File: src/rtl/ram_loader_pkg.sv
// Shared types and constants for the RAM loader: FSM state encoding and byte-lane helpers.
package ram_loader_pkg;

    localparam int unsigned BYTE_WIDTH = 8;

    typedef enum logic [2:0] {
        IDLE,
        COLLECT,
        WRITE,
        VERIFY_ADDR,
        VERIFY_CHECK,
        DONE
    } state_e;

    // Lane counter width; a one-byte word still needs a 1-bit counter.
    function automatic int unsigned lane_width(input int unsigned bytes_per_word);
        return (bytes_per_word > 1) ? $clog2(bytes_per_word) : 1;
    endfunction

endpackage

File: src/rtl/RamPort.sv
// Single-port RAM bus; the CPU side drives the request, memory returns registered read data.
interface RamPort #(
    parameter int unsigned AddressWidth = 8,
    parameter int unsigned DataWidth    = 16
);
    logic                    enable;
    logic                    write_enable;
    logic [AddressWidth-1:0] address;
    logic [DataWidth-1:0]    write_data;
    logic [DataWidth-1:0]    read_data;

    modport Cpu (
        output enable,
        output write_enable,
        output address,
        output write_data,
        input  read_data
    );

    modport Mem (
        input  enable,
        input  write_enable,
        input  address,
        input  write_data,
        output read_data
    );
endinterface

File: src/rtl/ram_loader_byte_packer.sv
// Packs a little-endian byte stream into DataWidth words; flags the cycle that completes a word.
module ram_loader_byte_packer
    import ram_loader_pkg::*;
#(
    parameter int unsigned DataWidth = 16
) (
    input  logic                  i_clock,
    input  logic                  i_reset,
    input  logic                  i_clear,
    input  logic                  i_accept,
    input  logic [BYTE_WIDTH-1:0] i_byte,
    output logic [DataWidth-1:0]  o_word_c,
    output logic                  o_full_c
);

    localparam int unsigned BytesPerWord = DataWidth / BYTE_WIDTH;
    localparam int unsigned LaneWidth    = lane_width(BytesPerWord);

    logic [LaneWidth-1:0] lane_q;
    logic [LaneWidth-1:0] lane_d;
    logic [DataWidth-1:0] buffer_q;
    logic [DataWidth-1:0] buffer_d;

    // o_word_c already contains the byte being accepted so the word is usable on the completing edge.
    always_comb begin
        o_word_c = buffer_q;
        for (int unsigned i = 0; i < BytesPerWord; i++) begin
            if (lane_q == LaneWidth'(i)) begin
                o_word_c[i*BYTE_WIDTH +: BYTE_WIDTH] = i_byte;
            end
        end
        o_full_c = i_accept && (lane_q == LaneWidth'(BytesPerWord - 1));

        lane_d   = lane_q;
        buffer_d = buffer_q;
        if (i_clear) begin
            lane_d   = '0;
            buffer_d = '0;
        end else if (i_accept) begin
            buffer_d = o_full_c ? '0 : o_word_c;
            lane_d   = o_full_c ? '0 : lane_q + LaneWidth'(1);
        end
    end

    always_ff @(posedge i_clock) begin
        if (i_reset) begin
            lane_q   <= '0;
            buffer_q <= '0;
        end else begin
            lane_q   <= lane_d;
            buffer_q <= buffer_d;
        end
    end

endmodule

File: src/rtl/ram_loader.sv
// Fills a memory region from a byte stream, reads it back, and reports a checksum and a verify error.
module ram_loader
    import ram_loader_pkg::*;
#(
    parameter int unsigned AddressWidth = 8,
    parameter int unsigned DataWidth    = 16
) (
    input  logic                    i_clock,
    input  logic                    i_reset,
    input  logic                    i_start,
    input  logic [AddressWidth-1:0] i_base_address,
    input  logic [AddressWidth:0]   i_word_count,
    input  logic                    i_byte_valid,
    input  logic [BYTE_WIDTH-1:0]   i_byte,
    output logic                    o_byte_ready,
    output logic                    o_busy,
    output logic                    o_done,
    output logic                    o_error,
    output logic [DataWidth-1:0]    o_checksum,
    RamPort.Cpu                     ram
);

    localparam int unsigned CountWidth = AddressWidth + 1;

    state_e                  state_q;
    logic [AddressWidth-1:0] base_q;
    logic [CountWidth-1:0]   count_q;
    logic [CountWidth-1:0]   word_index_q;
    logic [DataWidth-1:0]    load_sum_q;
    logic [DataWidth-1:0]    verify_sum_q;
    logic                    byte_ready_q;
    logic                    busy_q;
    logic                    done_q;
    logic                    error_q;
    logic [DataWidth-1:0]    checksum_q;
    logic                    ram_enable_q;
    logic                    ram_write_enable_q;
    logic [AddressWidth-1:0] ram_address_q;
    logic [DataWidth-1:0]    ram_write_data_q;

    logic                    accept_c;
    logic                    last_word_c;
    logic [CountWidth-1:0]   next_index_c;
    logic [AddressWidth-1:0] address_c;
    logic [AddressWidth-1:0] next_address_c;
    logic [DataWidth-1:0]    verify_total_c;
    logic                    packer_clear_c;
    logic [DataWidth-1:0]    packed_word_c;
    logic                    packed_full_c;

    assign accept_c       = (state_q == COLLECT) && i_byte_valid && byte_ready_q;
    assign next_index_c   = word_index_q + CountWidth'(1);
    assign last_word_c    = (next_index_c == count_q);
    assign address_c      = base_q + word_index_q[AddressWidth-1:0];
    assign next_address_c = base_q + next_index_c[AddressWidth-1:0];
    assign verify_total_c = verify_sum_q + ram.read_data;
    assign packer_clear_c = (state_q == IDLE);

    ram_loader_byte_packer #(
        .DataWidth (DataWidth)
    ) u_packer (
        .i_clock  (i_clock),
        .i_reset  (i_reset),
        .i_clear  (packer_clear_c),
        .i_accept (accept_c),
        .i_byte   (i_byte),
        .o_word_c (packed_word_c),
        .o_full_c (packed_full_c)
    );

    // Outputs are loaded on the edge that enters a state, so they are valid for that whole state.
    always_ff @(posedge i_clock) begin
        if (i_reset) begin
            state_q            <= IDLE;
            base_q             <= '0;
            count_q            <= '0;
            word_index_q       <= '0;
            load_sum_q         <= '0;
            verify_sum_q       <= '0;
            byte_ready_q       <= 1'b0;
            busy_q             <= 1'b0;
            done_q             <= 1'b0;
            error_q            <= 1'b0;
            checksum_q         <= '0;
            ram_enable_q       <= 1'b0;
            ram_write_enable_q <= 1'b0;
            ram_address_q      <= '0;
            ram_write_data_q   <= '0;
        end else begin
            done_q <= 1'b0;
            case (state_q)
                IDLE: begin
                    if (i_start) begin
                        base_q       <= i_base_address;
                        count_q      <= i_word_count;
                        word_index_q <= '0;
                        load_sum_q   <= '0;
                        verify_sum_q <= '0;
                        error_q      <= 1'b0;
                        checksum_q   <= '0;
                        if (i_word_count == '0) begin
                            state_q <= DONE;
                            done_q  <= 1'b1;
                            busy_q  <= 1'b0;
                        end else begin
                            state_q      <= COLLECT;
                            busy_q       <= 1'b1;
                            byte_ready_q <= 1'b1;
                        end
                    end
                end
                COLLECT: begin
                    if (packed_full_c) begin
                        state_q            <= WRITE;
                        byte_ready_q       <= 1'b0;
                        ram_enable_q       <= 1'b1;
                        ram_write_enable_q <= 1'b1;
                        ram_address_q      <= address_c;
                        ram_write_data_q   <= packed_word_c;
                    end
                end
                WRITE: begin
                    load_sum_q         <= load_sum_q + ram_write_data_q;
                    ram_write_enable_q <= 1'b0;
                    ram_write_data_q   <= '0;
                    if (last_word_c) begin
                        state_q       <= VERIFY_ADDR;
                        word_index_q  <= '0;
                        ram_enable_q  <= 1'b1;
                        ram_address_q <= base_q;
                    end else begin
                        state_q       <= COLLECT;
                        word_index_q  <= next_index_c;
                        byte_ready_q  <= 1'b1;
                        ram_enable_q  <= 1'b0;
                        ram_address_q <= '0;
                    end
                end
                VERIFY_ADDR: begin
                    state_q       <= VERIFY_CHECK;
                    ram_enable_q  <= 1'b0;
                    ram_address_q <= '0;
                end
                VERIFY_CHECK: begin
                    verify_sum_q <= verify_total_c;
                    if (last_word_c) begin
                        state_q    <= DONE;
                        done_q     <= 1'b1;
                        busy_q     <= 1'b0;
                        checksum_q <= load_sum_q;
                        error_q    <= (load_sum_q != verify_total_c);
                    end else begin
                        state_q       <= VERIFY_ADDR;
                        word_index_q  <= next_index_c;
                        ram_enable_q  <= 1'b1;
                        ram_address_q <= next_address_c;
                    end
                end
                DONE: begin
                    state_q <= IDLE;
                end
                default: begin
                    state_q <= IDLE;
                end
            endcase
        end
    end

    assign o_byte_ready     = byte_ready_q;
    assign o_busy           = busy_q;
    assign o_done           = done_q;
    assign o_error          = error_q;
    assign o_checksum       = checksum_q;
    assign ram.enable       = ram_enable_q;
    assign ram.write_enable = ram_write_enable_q;
    assign ram.address      = ram_address_q;
    assign ram.write_data   = ram_write_data_q;

endmodule

File: src/flat_wrapper.sv
// flat-port wrapper written by rule: the top's interface ports become plain ports
module ram_loader_flat import ram_loader_pkg::*;
#(
    parameter int unsigned AddressWidth = 8,
    parameter int unsigned DataWidth    = 16
)
  (i_clock, i_reset, i_start, i_base_address, i_word_count, i_byte_valid, i_byte, o_byte_ready, o_busy, o_done, o_error, o_checksum, ram_enable, ram_write_enable, ram_address, ram_write_data, ram_read_data);
  RamPort #(.AddressWidth(AddressWidth), .DataWidth(DataWidth)) ram_i ();
  input  logic i_clock;
  input  logic i_reset;
  input  logic i_start;
  input  logic [AddressWidth-1:0] i_base_address;
  input  logic [AddressWidth:0] i_word_count;
  input  logic i_byte_valid;
  input  logic [BYTE_WIDTH-1:0] i_byte;
  output logic o_byte_ready;
  output logic o_busy;
  output logic o_done;
  output logic o_error;
  output logic [DataWidth-1:0] o_checksum;
  output wire logic [$bits(ram_i.enable)-1:0] ram_enable;
  output wire logic [$bits(ram_i.write_enable)-1:0] ram_write_enable;
  output wire logic [$bits(ram_i.address)-1:0] ram_address;
  output wire logic [$bits(ram_i.write_data)-1:0] ram_write_data;
  input wire logic [$bits(ram_i.read_data)-1:0] ram_read_data;
  assign ram_enable = ram_i.enable;
  assign ram_write_enable = ram_i.write_enable;
  assign ram_address = ram_i.address;
  assign ram_write_data = ram_i.write_data;
  assign ram_i.read_data = ram_read_data;
  ram_loader #(.AddressWidth(AddressWidth), .DataWidth(DataWidth)) u_core (.i_clock(i_clock), .i_reset(i_reset), .i_start(i_start), .i_base_address(i_base_address), .i_word_count(i_word_count), .i_byte_valid(i_byte_valid), .i_byte(i_byte), .o_byte_ready(o_byte_ready), .o_busy(o_busy), .o_done(o_done), .o_error(o_error), .o_checksum(o_checksum), .ram(ram_i));
endmodule
File: config.mk
export PLATFORM = sky130hd
export DESIGN_NAME = ram_loader_flat
export DESIGN_NICKNAME = d
export VERILOG_FILES = /design/src/rtl/ram_loader_pkg.sv /design/src/rtl/RamPort.sv /design/src/rtl/ram_loader_byte_packer.sv /design/src/rtl/ram_loader.sv /design/src/flat_wrapper.sv
export SDC_FILE = /design/constraint.sdc
export NUM_CORES = 1
export LEC_CHECK = 0
export CORE_ASPECT_RATIO = 0.8
export CORE_UTILIZATION = 55
export DETAILED_ROUTE_END_ITERATION = 10
export PLACE_DENSITY_LB_ADDON = 0.15
export SYNTH_ARGS = -nofsm -noshare
export SYNTH_HDL_FRONTEND = slang
export SYNTH_HIERARCHICAL = 1
export SYNTH_SLANG_ARGS = --single-unit
File: constraint.sdc
create_clock -name i_clock -period 4.7 [get_ports i_clock]
set_input_delay 0.94 -clock i_clock [delete_from_list [all_inputs] [get_ports i_clock]]
set_output_delay 0.94 -clock i_clock [all_outputs]
set_load 0.1 [all_outputs]
==> Word-level counts from Yosys, hierarchy flattened <==
Cells that the tools add are included.
{ "totals": {"elab_cells": 100, "mem_bits_ro": 0, "reg_bits": 124, "memories": 0, "out_inout_bits": 46, "latchBits": 0, "ramBits": 0} }
{ "classes": {"n_lt_le_gt_ge": 0, "add_sub_neg": 6, "n_mul": 0, "n_eq_ne": 12, "n_reduce_logical": 21, "shifts": 0, "n_bitwise": 0, "n_mux": 44, "div_mod_pow": 0} }
{ "op_table": {"columns": ["op", "n"], "rows": [
  ["$pmux W16 S2", 4],
  ["$mux W16", 4],
  ["$mux W8", 5],
  ["$add A16 B16 Y16", 2],
  ["$pmux W8 S4", 1],
  ["$mux W9", 3],
  ["$pmux W9 S3", 1],
  ["$add A8 B8 Y8", 2],
  ["$ne A16 B16 Y1", 1],
  ["$pmux W3 S5", 1],
  ["$mux W1", 14],
  ["$mux W3", 4],
  ["$reduce_and A2 Y1", 5],
  ["$add A9 B1 Y9 const B", 1],
  ["$eq A9 B9 Y1", 1],
  ["$logic_not A9 Y1", 1],
  ["$reduce_and A3 Y1", 3],
  ["$ne A2 B2 Y1 const B", 4],
  ["$pmux W1 S2", 4],
  ["$eq A3 B2 Y1 const B", 2],
  ["$reduce_bool A2 Y1", 3],
  ["$reduce_bool A3 Y1", 2],
  ["$reduce_and A5 Y1", 1],
  ["$ne A2 B1 Y1 const B", 2],
  ["10 further kinds", 12]
]} }

==> Depth between registers and ports, before layout <==
{ "logic_depth": {"word_depth": 6, "mapped_depth": 18, "ltp_nobuf": 15} }

==> Cells and area by module <==
The synthesis kept the hierarchy.
{ "by_module_without_submodules": {"columns": ["mod", "seq_area_each_um2", "area_per_inst_um2", "cells_each", "n_inst"], "rows": [
  ["ram_loader", 2142.1, 6762.7, 842, 1],
  ["ram_loader_byte_packer", 340.3, 809.5, 76, 1]
]} }

==> Worst setup path after synthesis <==
Ideal clock, no wire load.
{ "synth_path": {"path_kind": "register to register", "from": "register u_core.state_q[2]", "to": "register u_core.ram_address_q[6] (netlist: u_core/ram.address[6])", "path_buffers": 3, "period_less_slack_ns": 3.298, "setup_slack_ns": 1.402, "arrival_ns": 3.218, "setup_time_ns": 0.081, "stages_incl_launch_ff": 18, "path_cell_list": "dfxtp_1 > clkbuf_1 > nand2_1 > inv_1 > clkbuf_1 > buf_1 > ha_1 > inv_1 > ha_1 > fa_1 > a21oi_1 > nor2_1 > nor2_1 > o21bai_1 > a21oi_1 > xnor2_1 > a22oi_1 > a211oi_2"} }
{ "synth_via": {"elab_chain_cells": 6} }
{ "synth_lines": {"columns": ["item", "line_no", "source"], "rows": [
  ["start: declaration", "ram_loader.sv:25", "state_e state_q;"],
  ["start signal: assignment", "ram_loader.sv:74", "state_q <= IDLE;"],
  ["start signal: assignment", "ram_loader.sv:102", "state_q <= DONE;"],
  ["start signal: assignment", "ram_loader.sv:106", "state_q <= COLLECT;"],
  ["$eq A3 B1 Y1", "ram_loader.sv:51, ram_loader.sv:91", null],
  ["$logic_and A1 B1 Y1 (2 in a row)", "ram_loader.sv:51", "assign accept_c = (state_q == COLLECT) && i_byte_valid && byte_ready_q;"],
  ["$logic_and A1 B1 Y1", "ram_loader_byte_packer.sv:32", "o_full_c = i_accept && (lane_q == LaneWidth'(BytesPerWord - 1));"],
  ["$ne A2 B1 Y1 (no source line)", null, null],
  ["$reduce_and A3 Y1 (no source line)", null, null],
  ["end signal: assignment", "ram_loader.sv:118", "ram_address_q <= address_c;"],
  ["end signal: assignment", "ram_loader.sv:130", "ram_address_q <= base_q;"],
  ["end signal: assignment", "ram_loader.sv:156", "ram_address_q <= next_address_c;"],
  ["end: declaration", "ram_loader.sv:38", "logic [AddressWidth-1:0] ram_address_q;"]
]} }
Several ways; a longest one is shown, not always the timed one.
A chain may end at the register's enable or synchronous reset.

==> Worst setup path after layout <==
{ "layout_path": {"from": "input port ram_read_data[0]", "to": "register u_core.error_q (netlist: u_core/o_error)"} }
{ "layout_via": {"elab_chain_cells": 4} }
{ "layout_lines": {"columns": ["item", "line_no", "source"], "rows": [
  ["start: declaration", "flat_wrapper.sv:25", "input wire logic [$bits(ram_i.read_data)-1:0] ram_read_data;"],
  ["$add A16 B16 Y16", "ram_loader.sv:56", "assign verify_total_c = verify_sum_q + ram.read_data;"],
  ["$ne A16 B16 Y1", "ram_loader.sv:151", "error_q <= (load_sum_q != verify_total_c);"],
  ["$mux W1", "ram_loader.sv:146", "if (last_word_c) begin"],
  ["$pmux W1 S2", "ram_loader.sv:91", "case (state_q)"],
  ["end signal: assignment", "ram_loader.sv:151", null],
  ["end: declaration", "ram_loader.sv:34", "logic error_q;"]
]} }
Every way passes these cells. The select of a mux whose other input is x is not followed.

==> results by group <==
Pwr
  – Sequential power share: 40.9%
  – Int Power: 0.00192 W
  – P per Cell Area: 295 mW/mm^2
  – NetSw: 0.000741 W
  – Clock share of power: 47.0%
  – Comb pwr share: 12.1%
  – Sw Ratio: 27.8%
  – LEAKAGE: 3.37 nW
  – Max IR drop VDD: 0.248 mV

Placement
  – DP Wirelength: 13.6 mm
  – GPL Wtd Cong: 0.911
  – Port bufs: 90
  – Dpl cell area: 0.00847 mm^2
  – Placed cell count: 1130
  – Worst slack, placed: 704 ps

Final layout
  – Layout cell share with drive strength beyond 1: 8.71%
  – Antenna diodes: 0
  – Fin util: 68.7%
  – Area grow syn2layout: 19.3%
  – Nets: 1061
  – Final non-filler cell total: 1162
  – Final Cell Area: 0.00903 mm^2

Routing
  – Antenna Violating Nets Remaining: 0
  – Drt wl/cell: 16.9 um
  – Final wirelength: 19.6 mm
  – Vias per cell: 5.99
  – Via count: 6955
  – DRC violations left: 0
  – Initial DRC Count: 573
  – Router iterations before antenna repair: 5

Clocking
  – CTS tree: built
  – CTS H-tree depth: 4
  – Root Driver: clkbuf_16
  – Post-CTS Setup Bufs: 0
  – Clk Latency, worst-skew pair: 430 ps
  – Clock sink count: 124
  – Clock slew at reported path FFs: 60 ps
  – Cts bufs inserted: 17
  – Hold_buf cts: 0
  – Post-cts resize count: 0
  – Deepest clock path buffer count: 2

STA
  – Clock skew: 8.13 ps
  – Final Max Slew Viols: 0
  – Hold Violations, Final: 0
  – Crit share post-route: 76.8%
  – RSZ-0062 raised after global routing: no
  – Setup violations, final: 0
  – Worst Max-Slew Pin Slew: 1110 ps
  – Slew headroom: 25.6%
  – Final setup margin: 1090 ps
  – TNS Setup: 0 ps
  – Fmax: 277 MHz
  – Period minus WS final: 3610 ps

Floorplan
  – Num ports: 91
  – DIE AREA: 0.0142 mm^2
  – Site Rows: 37
  – Die Wd: 133 um
  – Core area: 0.0131 mm^2
  – Initial core utilization: 57.6%
  – Die Height: 107 um

Worst setup path
  – RR Endpoint: u_core/ram.address[6]$_SDFFE_PP0P_
  – Worst Setup End Kind: flop
  – Crit-path max cell delay: 460 ps
  – Data arrival, critical path: 3920 ps
  – CP max-delay cell: clkdlybuf4s50_1
  – Most used cell, CP: a21oi_1
  – CP Cell Sequence: clkdlybuf4s50_1 -> ha_1 -> inv_1 -> fa_1 -> nand2b_1 -> a21oi_1 -> o21ai_0 -> a221oi_1 -> and4_1 -> o2111ai_1 -> nor4_2 -> a21oi_1
  – R2R Setup Slk: 1250 ps
  – Worst path bufs/invs: 2
  – R2R depth: 15
  – Launch point of the worst reg-to-reg path: u_core/state_q[0]$_SDFFE_PP0P_
  – Critical path class: in -> reg
  – Worst EP required: 5010 ps
  – Cell family contributing the most delay on the critical path: compound AO/OA/AOI/OAI gates
  – Startpoint types: input port
  – CP max FO: 6

Hold path
  – Hold depth: 2
  – Worst Hold Launch: u_core/verify_sum_q[3]$_SDFFE_PP0P_
  – Worst Hold Path EP: u_core/verify_sum_q[3]$_SDFFE_PP0P_
  – Hold Crit Class: reg -> reg

Synth
  – Sequential share of the synthesized area: 32.8%
  – FFs w/ async S/R, synth: 0%
  – Mapped Area: 0.00757 mm^2
  – Synth top area share: 32.8%
  – #FFs+latches synth: 124
  – Avg Inst Size Synth: 8.25 um^2
  – Count leader, synth: dfxtp_1
  – Commonest cells post-synth: 124 x dfxtp_1, 101 x a21oi_1, 100 x nand2_1, 89 x nor2_1
  – Synth area leader: dfxtp_1
  – Syn Inst Count: 918
  – Syn_nets: 1005
  – Yosys warnings: 6
  – Primary FF master, synth: dfxtp_1
  – Post-synth EDFFs: 0
  – Cells taking the most area after synthesis: dfxtp_1 33%, a21oi_1 6.7%, ha_1 6.4%, nand2_1 5.0%, xnor2_1 4.9%
  – Number of distinct library cells after synthesis: 81

Global route
  – GRT overflow: 0
  – Initial antenna violation count: 0
  – GRT Util Overall: 28.4%
  – Maximum number of pins on one net before global-route repair: 71
  – Vias in the first global route: 6259
  – Global-route wire length before repair: 32.0 mm

Status
  – Status: completed

Job
  – Max-Cap Viols: 0
## stage by stage
stage          power, W  hold WS (ps)
6_report        0.00267           458
5_1_grt         0.00275           475
4_1_cts         0.00268           461
3_5_place_dp    0.00143           441
3_3_place_gp    0.00143           438
2_1_floorplan   0.00134           426
## cell usage in the layout (no fill, tap or decap), types with 16 or more instances in the layout
cell,synthesis,final
dfxtp_1,124,124
a21oi_1,101,101
nand2_1,100,100
clkdlybuf4s50_1,0,89
nor2_1,89,89
xnor2_1,42,42
nand3_1,40,40
ha_1,39,39
a22oi_1,35,35
o21ai_0,29,29
inv_1,23,23
nor3_1,18,18
clkbuf_16,0,17
nand2b_1,16,16
mux2_2,16,16
## power by group through the flow
stage	clock network [W]	registers, W	logic (W)
2_1_floorplan	0	0.00115	0.000190
3_3_place_gp	0	0.00111	0.000313
3_5_place_dp	0	0.00111	0.000316
4_1_cts	0.00127	0.00109	0.000319
5_1_grt	0.00132	0.00109	0.000346
6_report	0.00125	0.00109	0.000322
## registers in the layout, summed over array words and instances, names as in the netlist, 3 cells and up
signal / flops
u_core/word_index_q: 9
u_core/o_checksum: 16
u_core/base_q: 8
u_core/state_q: 3
u_core/u_packer/buffer_q: 16
u_core/count_q: 9
u_core/ram.write_data: 16
u_core/ram.address: 8
u_core/verify_sum_q: 16
u_core/load_sum_q: 16
## layer usage
layer / track usage (%) / part of all wire, % / vias to the layer above
met5: 0 / 0 / -
met4: 8.28 / 1.4 / 0
met3: 5.82 / 5.9 / 26
met2: 39.7 / 41 / 227
met1: 43.2 / 52 / 3294
li1: - / - / 3408
## tightest hold or removal path, delay by kind of cell (launching register included)
kind             cells  cell delay (ps)
AO/OA/AOI/OAI        1               50
flip-flops           1              310
AND/OR/NAND/NOR      1               50
## worst max path at each step
stage / endpoint / cells after the start / startpoint
5_1_grt: u_core/o_error$_SDFFE_PP0P_ / 12 / ram_read_data[0]
3_5_place_dp: u_core/o_error$_SDFFE_PP0P_ / 12 / ram_read_data[0]
2_1_floorplan: u_core/ram.address[6]$_SDFFE_PP0P_ / 17 / u_core/state_q[2]$_SDFFE_PP0P_
6_report: u_core/o_error$_SDFFE_PP0P_ / 12 / ram_read_data[0]
4_1_cts: u_core/o_error$_SDFFE_PP0P_ / 12 / ram_read_data[0]
3_3_place_gp: u_core/o_error$_SDFFE_PP0P_ / 12 / ram_read_data[0]
## logic make-up (layout without fill, tap and decap cells)
| family | after synthesis | after routing | synth area share (%) |
|---|---|---|---|
| flip-flops | 124 | 124 | 32.8 |
| AO/OA/AOI/OAI | 258 | 258 | 23.3 |
| XOR/XNOR | 58 | 58 | 7.45 |
| adder cells (fa/ha/maj) | 42 | 42 | 7.24 |
| multiplexers | 18 | 18 | 2.64 |
| AND/OR/NAND/NOR | 332 | 332 | 21.5 |
| buffers and inverters | 86 | 155 | 5.07 |
## final cells by class
cell class,instances,area [um^2]
well taps,175,219
multi-input cells,708,4710
flip-flops and latches,124,2480
fillers,1108,4120
clock inverters,15,139
clock buffers,17,425
inverters,23,86.3
repair buffers,100,973
(Power assumes the default switching activity.)
